===== config.mk =====
export PLATFORM = sky130hd
export DESIGN_NAME = dram_ctrl
export DESIGN_NICKNAME = d
export VERILOG_FILES = /design/src/rtl/dram_pkg.sv /design/src/rtl/dram_refresh_timer.sv /design/src/rtl/dram_ctrl.sv
export SDC_FILE = /design/constraint.sdc
export NUM_CORES = 1
export LEC_CHECK = 0
export CORE_MARGIN = 5
export CORE_UTILIZATION = 51
export DETAILED_ROUTE_END_ITERATION = 10
export PLACE_DENSITY_LB_ADDON = 0.1
export SYNTH_ARGS = -nofsm -noshare
export SYNTH_HDL_FRONTEND = slang
export SYNTH_SLANG_ARGS = --single-unit

===== constraint.sdc =====
create_clock -name clk -period 13.25 [get_ports clk]
set_clock_uncertainty 0.1 [all_clocks]
set_input_delay 2.65 -clock clk [delete_from_list [all_inputs] [get_ports clk]]
set_output_delay 2.65 -clock clk [all_outputs]
set_load 0.05 [all_outputs]

===== src/rtl/dram_pkg.sv =====
// Shared types and widths for the asynchronous DRAM controller.
package dram_pkg;

    localparam int ROW_W  = 10;
    localparam int COL_W  = 10;
    localparam int ADDR_W = ROW_W + COL_W;
    localparam int DATA_W = 16;

    typedef enum logic [2:0] {
        IDLE,
        ROW,
        COL,
        PRE,
        RCAS,
        RRAS,
        RPRE
    } state_t;

    // Active-low {ucas_n, lcas_n} for an access: reads open both lanes.
    function automatic logic [1:0] cas_lanes(input logic rnw, input logic [1:0] bsel);
        return rnw ? 2'b00 : ~bsel;
    endfunction

endpackage


===== src/rtl/dram_refresh_timer.sv =====
// Free-running refresh interval counter with a sticky pending flag.
module dram_refresh_timer #(
    parameter int REFRESH_PERIOD = 256
) (
    input  logic clk,
    input  logic rst,
    input  logic clr,
    output logic ref_pend
);

    localparam int CNT_W = $clog2(REFRESH_PERIOD);

    logic [CNT_W-1:0] cnt;
    logic             expire;

    assign expire = (cnt == '0);

    // An expiry wins over a same-clock clear so a refresh is never lost.
    always_ff @(posedge clk or posedge rst) begin
        if (rst) begin
            cnt      <= CNT_W'(REFRESH_PERIOD - 1);
            ref_pend <= 1'b0;
        end else begin
            cnt <= expire ? CNT_W'(REFRESH_PERIOD - 1) : cnt - CNT_W'(1);
            if (expire)
                ref_pend <= 1'b1;
            else if (clr)
                ref_pend <= 1'b0;
        end
    end

endmodule


===== src/rtl/dram_ctrl.sv =====
// Request/acknowledge to RAS/CAS/WE sequencer for a 1M x 16 asynchronous DRAM,
// including CAS-before-RAS refresh.
module dram_ctrl
    import dram_pkg::*;
#(
    parameter int RAS_CYC        = 2,
    parameter int CAS_CYC        = 2,
    parameter int PRE_CYC        = 2,
    parameter int REFRESH_PERIOD = 256
) (
    input  logic              clk,
    input  logic              rst,
    input  logic              req,
    input  logic              rnw,
    input  logic [ADDR_W-1:0] addr,
    input  logic [DATA_W-1:0] wrdata,
    input  logic [1:0]        bsel,
    output logic              ack,
    output logic              rd_valid,
    output logic [DATA_W-1:0] rddata,
    output logic              busy,
    output logic [ROW_W-1:0]  ma,
    output logic [DATA_W-1:0] dram_dout,
    output logic              dram_doe,
    input  logic [DATA_W-1:0] dram_din,
    output logic              ras_n,
    output logic              ucas_n,
    output logic              lcas_n,
    output logic              we_n
);

    localparam int ACT_CYC = RAS_CYC + CAS_CYC;
    localparam int CNT_W   = $clog2(ACT_CYC + PRE_CYC + 1);

    state_t            state, state_nx;
    logic [CNT_W-1:0]  cnt, cnt_nx;
    logic              cnt_done;
    logic              ref_pend, ref_clr, take;

    logic [ADDR_W-1:0] addr_q;
    logic              rnw_q;
    logic [DATA_W-1:0] wrdata_q;
    logic [1:0]        bsel_q;

    logic              ack_nx, rd_valid_nx, busy_nx, doe_nx;
    logic              ras_nx, ucas_nx, lcas_nx, we_nx;
    logic [ROW_W-1:0]  ma_nx;
    logic [DATA_W-1:0] dout_nx, rddata_nx;

    assign cnt_done = (cnt == '0);
    assign ref_clr  = (state == IDLE) && ref_pend;
    assign take     = (state == IDLE) && !ref_pend && req;

    dram_refresh_timer #(
        .REFRESH_PERIOD(REFRESH_PERIOD)
    ) u_refresh (
        .clk     (clk),
        .rst     (rst),
        .clr     (ref_clr),
        .ref_pend(ref_pend)
    );

    always_ff @(posedge clk or posedge rst) begin
        if (rst) begin
            state     <= IDLE;
            cnt       <= '0;
            ack       <= 1'b0;
            rd_valid  <= 1'b0;
            rddata    <= '0;
            busy      <= 1'b0;
            ma        <= '0;
            dram_dout <= '0;
            dram_doe  <= 1'b0;
            ras_n     <= 1'b1;
            ucas_n    <= 1'b1;
            lcas_n    <= 1'b1;
            we_n      <= 1'b1;
        end else begin
            state     <= state_nx;
            cnt       <= cnt_nx;
            ack       <= ack_nx;
            rd_valid  <= rd_valid_nx;
            rddata    <= rddata_nx;
            busy      <= busy_nx;
            ma        <= ma_nx;
            dram_dout <= dout_nx;
            dram_doe  <= doe_nx;
            ras_n     <= ras_nx;
            ucas_n    <= ucas_nx;
            lcas_n    <= lcas_nx;
            we_n      <= we_nx;
        end
    end

    always_ff @(posedge clk) begin
        if (take) begin
            addr_q   <= addr;
            rnw_q    <= rnw;
            wrdata_q <= wrdata;
            bsel_q   <= bsel;
        end
    end

    // Each state loads the counter with its length minus one and leaves at zero.
    always_comb begin
        state_nx = state;
        cnt_nx   = cnt_done ? '0 : cnt - CNT_W'(1);
        case (state)
            IDLE: begin
                if (ref_pend) begin
                    state_nx = RCAS;
                    cnt_nx   = '0;
                end else if (req) begin
                    state_nx = ROW;
                    cnt_nx   = CNT_W'(RAS_CYC - 1);
                end
            end
            ROW:  if (cnt_done) begin state_nx = COL;  cnt_nx = CNT_W'(CAS_CYC - 1); end
            COL:  if (cnt_done) begin state_nx = PRE;  cnt_nx = CNT_W'(PRE_CYC - 1); end
            PRE:  if (cnt_done) state_nx = IDLE;
            RCAS: if (cnt_done) begin state_nx = RRAS; cnt_nx = CNT_W'(ACT_CYC - 1); end
            RRAS: if (cnt_done) begin state_nx = RPRE; cnt_nx = CNT_W'(PRE_CYC - 1); end
            RPRE: if (cnt_done) state_nx = IDLE;
            default: state_nx = IDLE;
        endcase
    end

    always_comb begin
        ack_nx      = 1'b0;
        rd_valid_nx = 1'b0;
        rddata_nx   = rddata;
        ma_nx       = ma;
        dout_nx     = dram_dout;
        doe_nx      = dram_doe;
        ras_nx      = ras_n;
        ucas_nx     = ucas_n;
        lcas_nx     = lcas_n;
        we_nx       = we_n;
        busy_nx     = (state_nx != IDLE);
        case (state)
            IDLE: begin
                if (ref_pend) begin
                    ras_nx  = 1'b1;
                    ucas_nx = 1'b0;
                    lcas_nx = 1'b0;
                    we_nx   = 1'b1;
                    doe_nx  = 1'b0;
                end else if (req) begin
                    ack_nx = 1'b1;
                    ma_nx  = addr[ROW_W-1:0];
                    ras_nx = 1'b0;
                end
            end
            ROW: begin
                if (cnt_done) begin
                    ma_nx              = addr_q[ADDR_W-1:ROW_W];
                    {ucas_nx, lcas_nx} = cas_lanes(rnw_q, bsel_q);
                    we_nx              = rnw_q;
                    doe_nx             = !rnw_q;
                    if (!rnw_q)
                        dout_nx = wrdata_q;
                end
            end
            COL: begin
                if (cnt_done) begin
                    if (rnw_q) begin
                        rddata_nx   = dram_din;
                        rd_valid_nx = 1'b1;
                    end
                    ras_nx  = 1'b1;
                    ucas_nx = 1'b1;
                    lcas_nx = 1'b1;
                    we_nx   = 1'b1;
                    doe_nx  = 1'b0;
                end
            end
            RCAS: if (cnt_done) ras_nx = 1'b0;
            RRAS: begin
                if (cnt_done) begin
                    ras_nx  = 1'b1;
                    ucas_nx = 1'b1;
                    lcas_nx = 1'b1;
                end
            end
            default: ;
        endcase
    end

endmodule

==> flow_summary.ini <==
[grt]
grt_pass1_vias = 2626
grt_pass1_wl_mm = 12.61
antenna_found_initial = 0
grt.overflow.total = 0
grt_usage_pct = 16.51
grt_max_degree = 66

[flow_run]
maxCapViolations = 0

[worst_setup_path]
path_buf_inv = 1
path_class = reg -> out
worst-r2r-cell-count = 6
critPathSlowestCell = clkdlybuf4s50_1
required_ns = 10.50
cpPeakStageDelay_ns = 0.82
cp.depth = 1
path_cells = clkdlybuf4s50_1
cp.arrival_ns = 1.70
crit_fanout = 2
r2r_slack_ns = 10.57
crit_path_start_kind = register
endpoint_kind = primary output
cp_top_family = buffers and inverters

[synth]
yosys-top-cells-area = dfrtp_1 34%, edfxtp_1 23%, mux2_2 16%
syn-instance-count = 261
synth.top_cell.area_share_pct = 34.47
ys_ff_latch = 94
synth_common_cells = 55 x mux2_2, 53 x dfrtp_1, 29 x edfxtp_1, 14 x inv_1, 12 x dfstp_2
seq_area_frac_synth_pct = 65.30
syn-mean-instance-area_um2 = 14.74
synth.largest_area_cell = dfrtp_1
syn_area_um2 = 3847
syn_nets = 323
synth_cell_types = 48
synth_edf_count = 29
yosysWarnings = 0
synth.most_common_cell = mux2_2
ys.flop_type = dfrtp_1
async_reset_ff_share_pct = 69.15

[routing]
drt-total-wl_mm = 7.608
wl_per_cell_um = 15.95
dr.pass1.iters = 4
viasPerCell = 5.222
drcViolationCount = 0
drtIter0Drc = 132
num_vias = 2491
antenna_left = 0

[pwr]
peakVddDrop_v = 0.0001227
leakage_uw = 0.002054
power-per-cell-area_nw_per_um2 = 243.0

[clock_tree]
post-cts-setup-buffers = 0
post_cts_resized = 0
clkLatencyLatePin_ns = 0.35
clkSinkCount = 94
cts_tree = yes
clk_pin_slew_ns = 0.09
ctsHoldBuffers = 0
cts_buffers = 9
h-tree-depth = 3
clockBufferDepth = 2
root_buffer = clkbuf_8

[cells_and_area]
fin_nets = 435
drive_gt1_share_pct = 25.40
multiInputGateArea_um2 = 1239
diodes = 0
fin_util_pct = 71.35
area_growth_pct = 35.22
nFillCells = 508
seqCellArea_um2 = 2512
stdcell_count = 477

[sta]
setup_viol = 0
whs_ns = 0.3679
period_minus_slack_ns = 4.454
max_clock_freq_ghz = 0.2245
max_slew.worst_pin.slew_ns = 0.7972
drv_slew = 0
relSlewSlack_pct = 46.86
final.setup.tns_ns = 0
fin_crit_sh_pct = 33.61
hold_viol = 0
rsz0062_at_grt = no

[floorplan]
die_area_um2 = 9381
core_area_um2 = 7292
fp.dieH_um = 96.86
start_util_pct = 52.76
die_x_um = 96.86
row_count = 31
io_pins = 108

[placed_design]
gp_congestion = 0.7699
port-buffer-count = 107
dp.cells = 461
hpwlAfterDp_mm = 5.448

[hold_path]
hold_path.class = reg -> reg
min_path_cells = 1

[outcome]
outcome = finished, final reports clean
==> cell families after synthesis <==
group | count (synthesis) | share of synthesized area [%]
xor+xnor | 1 | 0.2277
mux | 56 | 16.36
flops | 94 | 65.30
fa+ha+maj | 4 | 1.301
compound gates | 33 | 6.244
simple gates | 48 | 7.903
buf+inv | 25 | 2.667
==> power by group <==
part | switching (uW) | total [uW] | internal, uW
combinational | 385 | 641 | 256
clock | 94.6 | 162 | 67.6
sequential | 61.7 | 461 | 399
==> flip-flops by register name, indices dropped and copies added (netlist names), 2 cells and up <==
signal         count
dram_dout         16
rddata            16
wrdata_q          16
addr_q            10
ma                10
u_refresh.cnt      8
cnt                3
state              3
bsel_q             2
==> through the flow <==
| step | instance area [um2] | power (uW) | setup slack (ns) |
|---|---|---|---|
| 6_report | 5202 | 1264 | 8.796 |
| 5_1_grt | 5202 | 1327 | 8.759 |
| 4_1_cts | 5202 | 1278 | 8.764 |
| 3_5_place_dp | 5036 | 1113 | 8.527 |
| 3_3_place_gp | 5036 | 1099 | 8.565 |
| 2_1_floorplan | 3847 | 900.6 | 7.096 |
==> layout make-up <==
cell class	count	area share [%]
clock buffers	10	2.453
flip-flops and latches	94	48.29
well taps	99	2.381
multi-input cells	142	23.81
repair buffers	112	21.31
inverters	14	1.010
clock inverters	6	0.7456
==> path summary, 6_finish.rpt <==
path / end / start
max: we_n / we_n$_DFFE_PP1P_
min: u_refresh.cnt[0]$_DFF_PP1_ / u_refresh.cnt[0]$_DFF_PP1_
max reg2reg: rddata[5]$_DFFE_PP0P_ / cnt[1]$_DFF_PP0_
min reg2reg: u_refresh.cnt[0]$_DFF_PP1_ / u_refresh.cnt[0]$_DFF_PP1_
max in group asynchronous: state[2]$_DFF_PP0_ / rst
min in group asynchronous: dram_dout[11]$_DFFE_PP0P_ / rst
==> layer usage <==
metal / vias up / track usage, % / part of all wire (%) / routed length (um)
li1: 1168 / - / - / -
met1: 1233 / 20.48 / 43 / 3242
met2: 79 / 27.49 / 51 / 3845
met3: 11 / 5.036 / 5.7 / 434
met4: 0 / 5.508 / 1.1 / 85
met5: - / 0 / 0 / 0
==> cells in the final DEF (no fill, tap or decap), drive strengths merged, types with 6 or more instances in the layout <==
cell type / count
clkdlybuf4s50: 107
mux2: 55
dfrtp: 53
edfxtp: 29
inv: 14
dfstp: 12
clkbuf: 10
nand2: 7
nor2: 6
o21ai: 6
==> worst register-to-register path: stages, from the launching register on <==
cell	delay (ns)
dfrtp_1	0.42
or2_2	0.32
inv_1	0.07
ha_1	0.48
and4bb_2	0.32
nand2_1	0.42
mux2_2	0.45
Note: power is estimated with default switching activity, not from simulation.
